**config.mk**
```make
export PLATFORM = sky130hd
export DESIGN_NAME = uart_rx_flat
export DESIGN_NICKNAME = d
export VERILOG_FILES = /design/src/rtl/uart_rx_if.sv /design/src/rtl/uart_rx.sv /design/src/flat_wrapper.sv
export SDC_FILE = /design/constraint.sdc
export NUM_CORES = 1
export LEC_CHECK = 0
export BUFFER_PORTS_ARGS = -buffer_cell sky130_fd_sc_hd__buf_2
export CORE_MARGIN = 4
export CORE_UTILIZATION = 47
export DETAILED_ROUTE_END_ITERATION = 10
export GPL_ROUTABILITY_DRIVEN = 0
export GPL_TIMING_DRIVEN = 0
export HOLD_SLACK_MARGIN = 0.02
export PLACE_DENSITY_LB_ADDON = 0.25
export SYNTH_ARGS = -nofsm -noshare
export SYNTH_HDL_FRONTEND = slang
export SYNTH_SLANG_ARGS = --single-unit
```
**constraint.sdc**
```tcl
create_clock -name clk -period 3.9 [get_ports clk]
set_clock_uncertainty 0.05 [all_clocks]
set_input_delay 0.585 -clock clk [delete_from_list [all_inputs] [get_ports clk]]
set_output_delay 0.585 -clock clk [all_outputs]
set_load 0.01 [all_outputs]
```
**src/rtl/uart_rx_if.sv**
```systemverilog
// uart_rx_if: bundles the serial line, the received-byte holding register
// and its status/handshake signals.
//   dataIn   serial line into the receiver (idle high)
//   rxRead   consumer acknowledge of the held byte
//   dataOut  last correctly framed byte
//   valid    one-cycle pulse when dataOut is updated
//   pending  an unread byte sits in dataOut
//   frameErr one-cycle pulse on a low stop bit
//   overrun  sticky: a good frame landed on an unread byte
//   busy     receiver is inside a frame or waiting out a break
// master: the receiver. slave: the line driver / byte consumer.
interface uart_rx_if;
  logic       dataIn;
  logic       rxRead;
  logic [7:0] dataOut;
  logic       valid;
  logic       pending;
  logic       frameErr;
  logic       overrun;
  logic       busy;

  modport master (
    input  dataIn, rxRead,
    output dataOut, valid, pending, frameErr, overrun, busy
  );

  modport slave (
    output dataIn, rxRead,
    input  dataOut, valid, pending, frameErr, overrun, busy
  );
endinterface

```
**src/rtl/uart_rx.sv**
```systemverilog
// uart_rx: 8N1 asynchronous serial receiver.
// Synchronises the line, finds the start edge, samples each bit at
// mid-period (LSB first), checks the stop bit and holds the byte with a
// valid/pending/rxRead handshake.
//   clk    system clock, rising edge
//   reset  asynchronous, active-high
//   bus    uart_rx_if.master (see interface header)
// CLKS_PER_BIT: clk cycles per serial bit, even, 4..1024.
//
// state   | meaning
// --------+-----------------------------------------------------------
// S_IDLE  | line idle, waiting for rxs to go low
// S_START | counting half a bit, then confirming the start bit is low
// S_DATA  | sampling 8 data bits, one every CLKS_PER_BIT cycles
// S_STOP  | sampling the stop bit at mid-bit
// S_BREAK | after reset or a framing error; waiting for the line high
module uart_rx #(
  parameter int CLKS_PER_BIT = 16
) (
  input  logic      clk,
  input  logic      reset,
  uart_rx_if.master bus
);

  localparam int               CNT_W    = $clog2(CLKS_PER_BIT);
  localparam logic [CNT_W-1:0] LAST_CNT = CNT_W'(CLKS_PER_BIT - 1);
  localparam logic [CNT_W-1:0] HALF_CNT = CNT_W'(CLKS_PER_BIT / 2 - 1);

  typedef enum logic [2:0] {
    S_IDLE,
    S_START,
    S_DATA,
    S_STOP,
    S_BREAK
  } state_t;

  state_t           r_state;
  state_t           w_state_nxt;
  logic             r_sync;
  logic             r_rxs;
  logic [CNT_W-1:0] r_cyc_cnt;
  logic [2:0]       r_bit_cnt;
  logic [7:0]       r_shift;
  logic [7:0]       r_data_out;
  logic             r_valid;
  logic             r_pending;
  logic             r_frame_err;
  logic             r_overrun;
  logic             w_sample;
  logic             w_shift_en;
  logic             w_good;
  logic             w_bad;

  // Synchroniser resets low so that leaving S_BREAK requires the line to
  // actually be seen high after reset.
  always_ff @(posedge clk or posedge reset) begin
    if (reset) begin
      r_sync <= 1'b0;
      r_rxs  <= 1'b0;
    end else begin
      r_sync <= bus.dataIn;
      r_rxs  <= r_sync;
    end
  end

  always_ff @(posedge clk or posedge reset) begin
    if (reset) r_state <= S_BREAK;
    else       r_state <= w_state_nxt;
  end

  always_comb begin
    w_state_nxt = r_state;
    w_sample    = 1'b0;
    w_shift_en  = 1'b0;
    w_good      = 1'b0;
    w_bad       = 1'b0;
    case (r_state)
      S_IDLE: begin
        if (!r_rxs) w_state_nxt = S_START;
      end
      S_START: begin
        if (r_cyc_cnt == HALF_CNT) begin
          w_sample    = 1'b1;
          w_state_nxt = r_rxs ? S_IDLE : S_DATA;
        end
      end
      S_DATA: begin
        if (r_cyc_cnt == LAST_CNT) begin
          w_sample   = 1'b1;
          w_shift_en = 1'b1;
          if (r_bit_cnt == 3'd7) w_state_nxt = S_STOP;
        end
      end
      S_STOP: begin
        if (r_cyc_cnt == LAST_CNT) begin
          w_sample = 1'b1;
          // Going straight to IDLE at mid-stop lets a start bit that
          // immediately follows the stop bit be caught.
          if (r_rxs) begin
            w_good      = 1'b1;
            w_state_nxt = S_IDLE;
          end else begin
            w_bad       = 1'b1;
            w_state_nxt = S_BREAK;
          end
        end
      end
      S_BREAK: begin
        if (r_rxs) w_state_nxt = S_IDLE;
      end
      default: w_state_nxt = S_BREAK;
    endcase
  end

  // Both counters clear on every state change; inside S_DATA the cycle
  // counter restarts at each sample point.
  always_ff @(posedge clk or posedge reset) begin
    if (reset) begin
      r_cyc_cnt <= '0;
      r_bit_cnt <= 3'd0;
    end else if (w_state_nxt != r_state) begin
      r_cyc_cnt <= '0;
      r_bit_cnt <= 3'd0;
    end else if (w_sample) begin
      r_cyc_cnt <= '0;
      r_bit_cnt <= r_bit_cnt + 3'd1;
    end else if (r_state == S_START || r_state == S_DATA || r_state == S_STOP) begin
      r_cyc_cnt <= r_cyc_cnt + CNT_W'(1);
    end
  end

  always_ff @(posedge clk or posedge reset) begin
    if (reset)           r_shift <= 8'h00;
    else if (w_shift_en) r_shift <= {r_rxs, r_shift[7:1]};
  end

  always_ff @(posedge clk or posedge reset) begin
    if (reset) begin
      r_data_out  <= 8'h00;
      r_valid     <= 1'b0;
      r_pending   <= 1'b0;
      r_frame_err <= 1'b0;
      r_overrun   <= 1'b0;
    end else begin
      r_valid     <= w_good;
      r_frame_err <= w_bad;
      if (w_good) r_data_out <= r_shift;
      // A new byte beats a simultaneous read.
      if (w_good)           r_pending <= 1'b1;
      else if (bus.rxRead)  r_pending <= 1'b0;
      if (w_good && r_pending && !bus.rxRead) r_overrun <= 1'b1;
    end
  end

  assign bus.dataOut  = r_data_out;
  assign bus.valid    = r_valid;
  assign bus.pending  = r_pending;
  assign bus.frameErr = r_frame_err;
  assign bus.overrun  = r_overrun;
  assign bus.busy     = (r_state != S_IDLE);

endmodule

```
**src/flat_wrapper.sv**
```systemverilog
// flat-port wrapper written by rule: the top's interface ports become plain ports
module uart_rx_flat 
#(
  parameter int CLKS_PER_BIT = 16
)
  (clk, reset, bus_dataIn, bus_rxRead, bus_dataOut, bus_valid, bus_pending, bus_frameErr, bus_overrun, bus_busy);
  uart_rx_if bus_i ();
  input  logic clk;
  input  logic reset;
  input wire logic [$bits(bus_i.dataIn)-1:0] bus_dataIn;
  input wire logic [$bits(bus_i.rxRead)-1:0] bus_rxRead;
  output wire logic [$bits(bus_i.dataOut)-1:0] bus_dataOut;
  output wire logic [$bits(bus_i.valid)-1:0] bus_valid;
  output wire logic [$bits(bus_i.pending)-1:0] bus_pending;
  output wire logic [$bits(bus_i.frameErr)-1:0] bus_frameErr;
  output wire logic [$bits(bus_i.overrun)-1:0] bus_overrun;
  output wire logic [$bits(bus_i.busy)-1:0] bus_busy;
  assign bus_i.dataIn = bus_dataIn;
  assign bus_i.rxRead = bus_rxRead;
  assign bus_dataOut = bus_i.dataOut;
  assign bus_valid = bus_i.valid;
  assign bus_pending = bus_i.pending;
  assign bus_frameErr = bus_i.frameErr;
  assign bus_overrun = bus_i.overrun;
  assign bus_busy = bus_i.busy;
  uart_rx #(.CLKS_PER_BIT(CLKS_PER_BIT)) u_core (.clk(clk), .reset(reset), .bus(bus_i));
endmodule
```
== After elaboration in Yosys (flattened, before gate mapping) ==
Cells that the tools add are included.

* Eq/ne operators: 8
* Reduce and logical (&&, ||, !) cells: 11
* Add/sub/neg operators: 2
* Mux-type cells: 26

{| class="wikitable"
|+ Operators by type and width
! operator !! number
|-
| 2-to-1 mux 3 bit || 9
|-
| one-hot mux 3 bit (5 select lines) || 1
|-
| 2-to-1 mux 4 bit || 3
|-
| 2-to-1 mux 1 bit || 11
|-
| equality test 3 x 2 -> 1 bit (second input constant) || 2
|-
| equality test 3 bit (second input constant) || 2
|-
| nonzero test 3 bit || 2
|-
| adder 4 x 1 -> 4 bit (second input constant) || 1
|-
| equality test 4 x 3 -> 1 bit (second input constant) || 1
|-
| equality test 4 bit (second input constant) || 1
|-
| nonzero test 2 bit || 2
|-
| adder 3 x 1 -> 3 bit (second input constant) || 1
|-
| equality test 3 x 1 -> 1 bit (second input constant) || 1
|-
| zero test 3 bit || 1
|-
| != test 3 bit || 1
|-
| logical AND 1 bit || 2
|-
| logical OR 1 bit || 2
|-
| 2-to-1 mux 2 bit || 1
|-
| one-hot mux 1 bit (2 select lines) || 1
|-
| OR reduction 2 bit || 1
|-
| zero test 1 bit || 1
|}

* Register bits after elaboration: 32
* Output and inout port bits: 13
* Input port bits: 4
* Word-level logic and storage cells: 58

== Longest topological paths before layout ==
* Word-level depth: 6
* Depth in mapped cells: 6

== Worst setup path after synthesis ==
Ideal clock, no wire load.

* Kind: register to register
* Start: register u_core.r_cyc_cnt[0]
* End: register u_core.r_data_out[0], in the netlist u_core.bus.dataOut[0]
* Clock period less this slack: 1.813 ns
* Stages on the path, launching flop included: 7
* Path slack: 2.087 ns
* Setup time: 0.125 ns
* Required time: 3.725 ns
* Arrival time: 1.638 ns
* Path through: dfrtp_1 -> ha_1 -> nand2_1 -> nor3_1 -> and3_2 -> buf_4 -> mux2_2

* Cells in the longest elaborated chain, start to end: 3

{| class="wikitable"
|+ RTL lines
! element !! line !! RTL
|-
| start: declaration || uart_rx.sv:41 || <nowiki>logic [CNT_W-1:0] r_cyc_cnt;</nowiki>
|-
| start signal: assignment || uart_rx.sv:128 || <nowiki>r_cyc_cnt <= r_cyc_cnt + CNT_W'(1);</nowiki>
|-
| equality test 4 bit || uart_rx.sv:95 || <nowiki>if (r_cyc_cnt == LAST_CNT) begin</nowiki>
|-
| 2-to-1 mux 1 bit || uart_rx.sv:95 ||
|-
| 2-to-1 mux 1 bit || uart_rx.sv:77 || <nowiki>case (r_state)</nowiki>
|-
| named net u_core.w_good || uart_rx.sv:51 || <nowiki>logic w_good;</nowiki>
|-
| end signal: assignment || uart_rx.sv:147 || <nowiki>if (w_good) r_data_out <= r_shift;</nowiki>
|-
| end: declaration || uart_rx.sv:44 || <nowiki>logic [7:0] r_data_out;</nowiki>
|}

The timed path passes the listed nets, and every way through them passes these cells.
A chain may end at the register's enable or synchronous reset.

== Final worst setup path ==
* Start: register u_core.r_state[2]
* End: output port bus_busy

* Cells in the longest elaborated chain, start to end: 1

{| class="wikitable"
|+ RTL lines
! element !! line !! RTL
|-
| start: declaration || uart_rx.sv:37 || <nowiki>state_t r_state;</nowiki>
|-
| start signal: assignment || uart_rx.sv:68 || <nowiki>else r_state <= w_state_nxt;</nowiki>
|-
| nonzero test 3 bit || uart_rx.sv:160 || <nowiki>assign bus.busy = (r_state != S_IDLE);</nowiki>
|-
| end: declaration || flat_wrapper.sv:17 || <nowiki>output wire logic [$bits(bus_i.busy)-1:0] bus_busy;</nowiki>
|}

Every way passes these cells.

==> flow_summary.toml <==
[routing]
drt_first_pass_iters = 4
vias = 901
postRouteAntennaNets = 0
routed_wl_mm = 2.23
wl_per_cell_um = 13.7
drt-initial-drc-count = 19
viasPerCell = 5.53
drc = 0

[synthesis]
synth_top_area_share_pct = 54.1
synth_mux_area_share_pct = 14.0
synthTopCellsByArea = "dfrtp_1, mux2_2, ha_1"
synth-edff-count = 0
synth_compound_area_share_pct = 8.46
ys_seq_elements = 32
ys_seq_area_share_pct = 55.9
ys.flop_type = "dfrtp_1"
synth.most_common_cell = "dfrtp_1"
ys_warn_count = 0
synth_top_family_by_area = "multiplexers"
yosys.area_share.simple_pct = 11.7
netlist_top_cells_count = "dfrtp_1, mux2_2"
synth.distinct_cells = 37
syn_area_sq_um = 1430
netlist_instances = 108
yosysTopAreaCell = "dfrtp_1"
synth_fp_nets = 115
synthAdderAreaFrac_pct = 2.62
synth_xor_area_share_pct = 3.05
async_flop_share_pct = 100
syn-mean-instance-area_sq_um = 13.3

[final_layout]
final_core_util_pct = 56.9
nets = 138
drive_gt1_share_pct = 41.7
finalInstanceArea_sq_um = 1610
insertedDiodeCount = 0
area_growth_syn_to_layout_pct = 12.2

[clocking]
worstSkewPairLatency_ps = 340
cts_sinks = 32
cts_resized = 0
cts_root_buf = "clkbuf_4"
path_clk_slew_ps = 100
cts_max_level = 2
cts_made_buffers = 5
hold_buffers = 0
tritoncts = "yes"
cts_buffer_depth = 2
cts_setup_buffers = 0

[timing]
finalHoldViolations = 0
slew_viol_final = 0
rsz0062_at_grt = "false"
fin_ws_ps = 1840
worstMarginPinSlew_ps = 1140
final.setup.tns_ps = 0
fmax_ghz = 0.485
max_slew_margin_pct = 23.9
period_needed_ps = 2060
finalSetupViolCount = 0
fin_crit_sh_pct = 52.8

[critical_path]
crit_path_max_incr_delay_ps = 590
cp_num_buf_inv = 3
critical_path.top_delay_family = "flip-flops"
rrSetupSlack_ps = 1880
reg2reg_to = "u_core.bus.dataOut[1]"
r2r-start = "u_core.r_cyc_cnt[0]"
cp_data_required_time_ps = 3260
startpoint_type = "register"
crit_arrival_ps = 1430
cp_slowest_cell = "dfstp_2"
worst_r2r_path_depth = 6
path_common_cell = "buf_2"
crit_chain = "buf_2 > nor3_1 > inv_1 > buf_2"
worstSetupPathType = "reg -> out"
crit_path_end_kind = "output pin"
critPathMaxFanout = 10

[min_path]
hold_end = "u_core.r_sync"
worstHoldPathCells = 1
hp-start = "bus_dataIn"
hp-class = "in -> reg"

[grt]
grt-ovfl-total = 0
grt_pass1_vias = 901
antenna_found_initial = 0
grt_pass1_wl_mm = 4.19
grt_max_degree = 33
grt_usage_pct = 13.5

[place]
pre_cts_ws_ps = 1890
dpl.hpwl_mm = 1.54
dpl_cell_area_sq_um = 1550
portBuffers = 16

[floorplanning]
start_util_pct = 50.7
core_sq_um = 2830
die_area_sq_um = 4000
io-pin-count = 17
fp.dieH_um = 63.2
die_w_um = 63.2
row_count = 19

[job]
drv_cap = 0

[power]
power_uw = 742
ir_worst_vdd_uv = 228
leakage_nw = 0.840
p_per_area_nw_per_um2 = 461

[status]
status = "finished, final reports clean"
==> worst max-delay path by stage <==
stage	startpoint	end	slack, ps	depth (start not counted)
after floorplan	u_core.r_cyc_cnt[0]	u_core.bus.dataOut[0]	2090	6
after global placement	u_core.r_cyc_cnt[0]	u_core.bus.dataOut[3]	1930	6
after detailed placement	u_core.r_cyc_cnt[0]	u_core.bus.dataOut[5]	1890	6
after CTS	u_core.r_state[2]	bus_busy	1820	4
after global routing	u_core.r_state[2]	bus_busy	1720	4
final	u_core.r_state[2]	bus_busy	1840	4
==> report_power, final <==
group          switching (mW)  leakage, nW  internal, mW
combinational           0.105        0.370        0.0823
clock                   0.115       0.0349        0.0690
sequential             0.0174        0.435         0.354
==> cell usage in the layout (no fill, tap or decap), drive strengths merged, types with 2 or more instances in the layout <==
master,n
nand2,5
buf,21
nor4,2
nor3,5
and3,2
clkinv,3
ha,3
xnor2,3
mux2,16
clkbuf,5
xor2,2
nor2,6
mux2i,2
dfrtp,31
o21ai,2
inv,5
==> layer usage <==
layer	part of all wire [%]	vias up	global-route usage, %
met1	47	445	17.7
met3	5.4	5	5.86
li1	-	431	-
met2	45	20	19.8
met4	2.0	0	4.85
met5	0	-	0
==> per-stage QoR <==
stage                     std cells  hold WS [ps]
after floorplan                 108           281
after global placement          155           284
after detailed placement        155           300
after CTS                       163           279
after global routing            163           273
final                           163           298
==> area by class of cell <==
cell class	instances	area, sq um
fillers	238	1220
inverters	5	18.8
multi-input cells	66	571
clock inverters	3	18.8
repair buffers	16	80.1
flip-flops and latches	32	802
well taps	31	38.8
plain buffers	5	42.5
clock buffers	5	37.5
==> sequential cells by signal, indices dropped and copies added, names as in the netlist <==
register / count
u_core.r_bit_cnt: 3
u_core.bus.frameErr: 1
u_core.bus.valid: 1
u_core.r_state: 3
u_core.bus.overrun: 1
u_core.r_rxs: 1
u_core.bus.dataOut: 8
u_core.r_shift: 8
u_core.r_cyc_cnt: 4
u_core.r_sync: 1
u_core.bus.pending: 1
==> logic make-up (layout without fill, tap and decap cells) <==
group,Yosys count,count (layout)
buf+inv,10,34
fa+ha+maj,3,3
flops,32,32
simple gates,27,27
mux,18,18
compound gates,13,13
xor+xnor,5,5
Power figures use the tool's default switching activity.
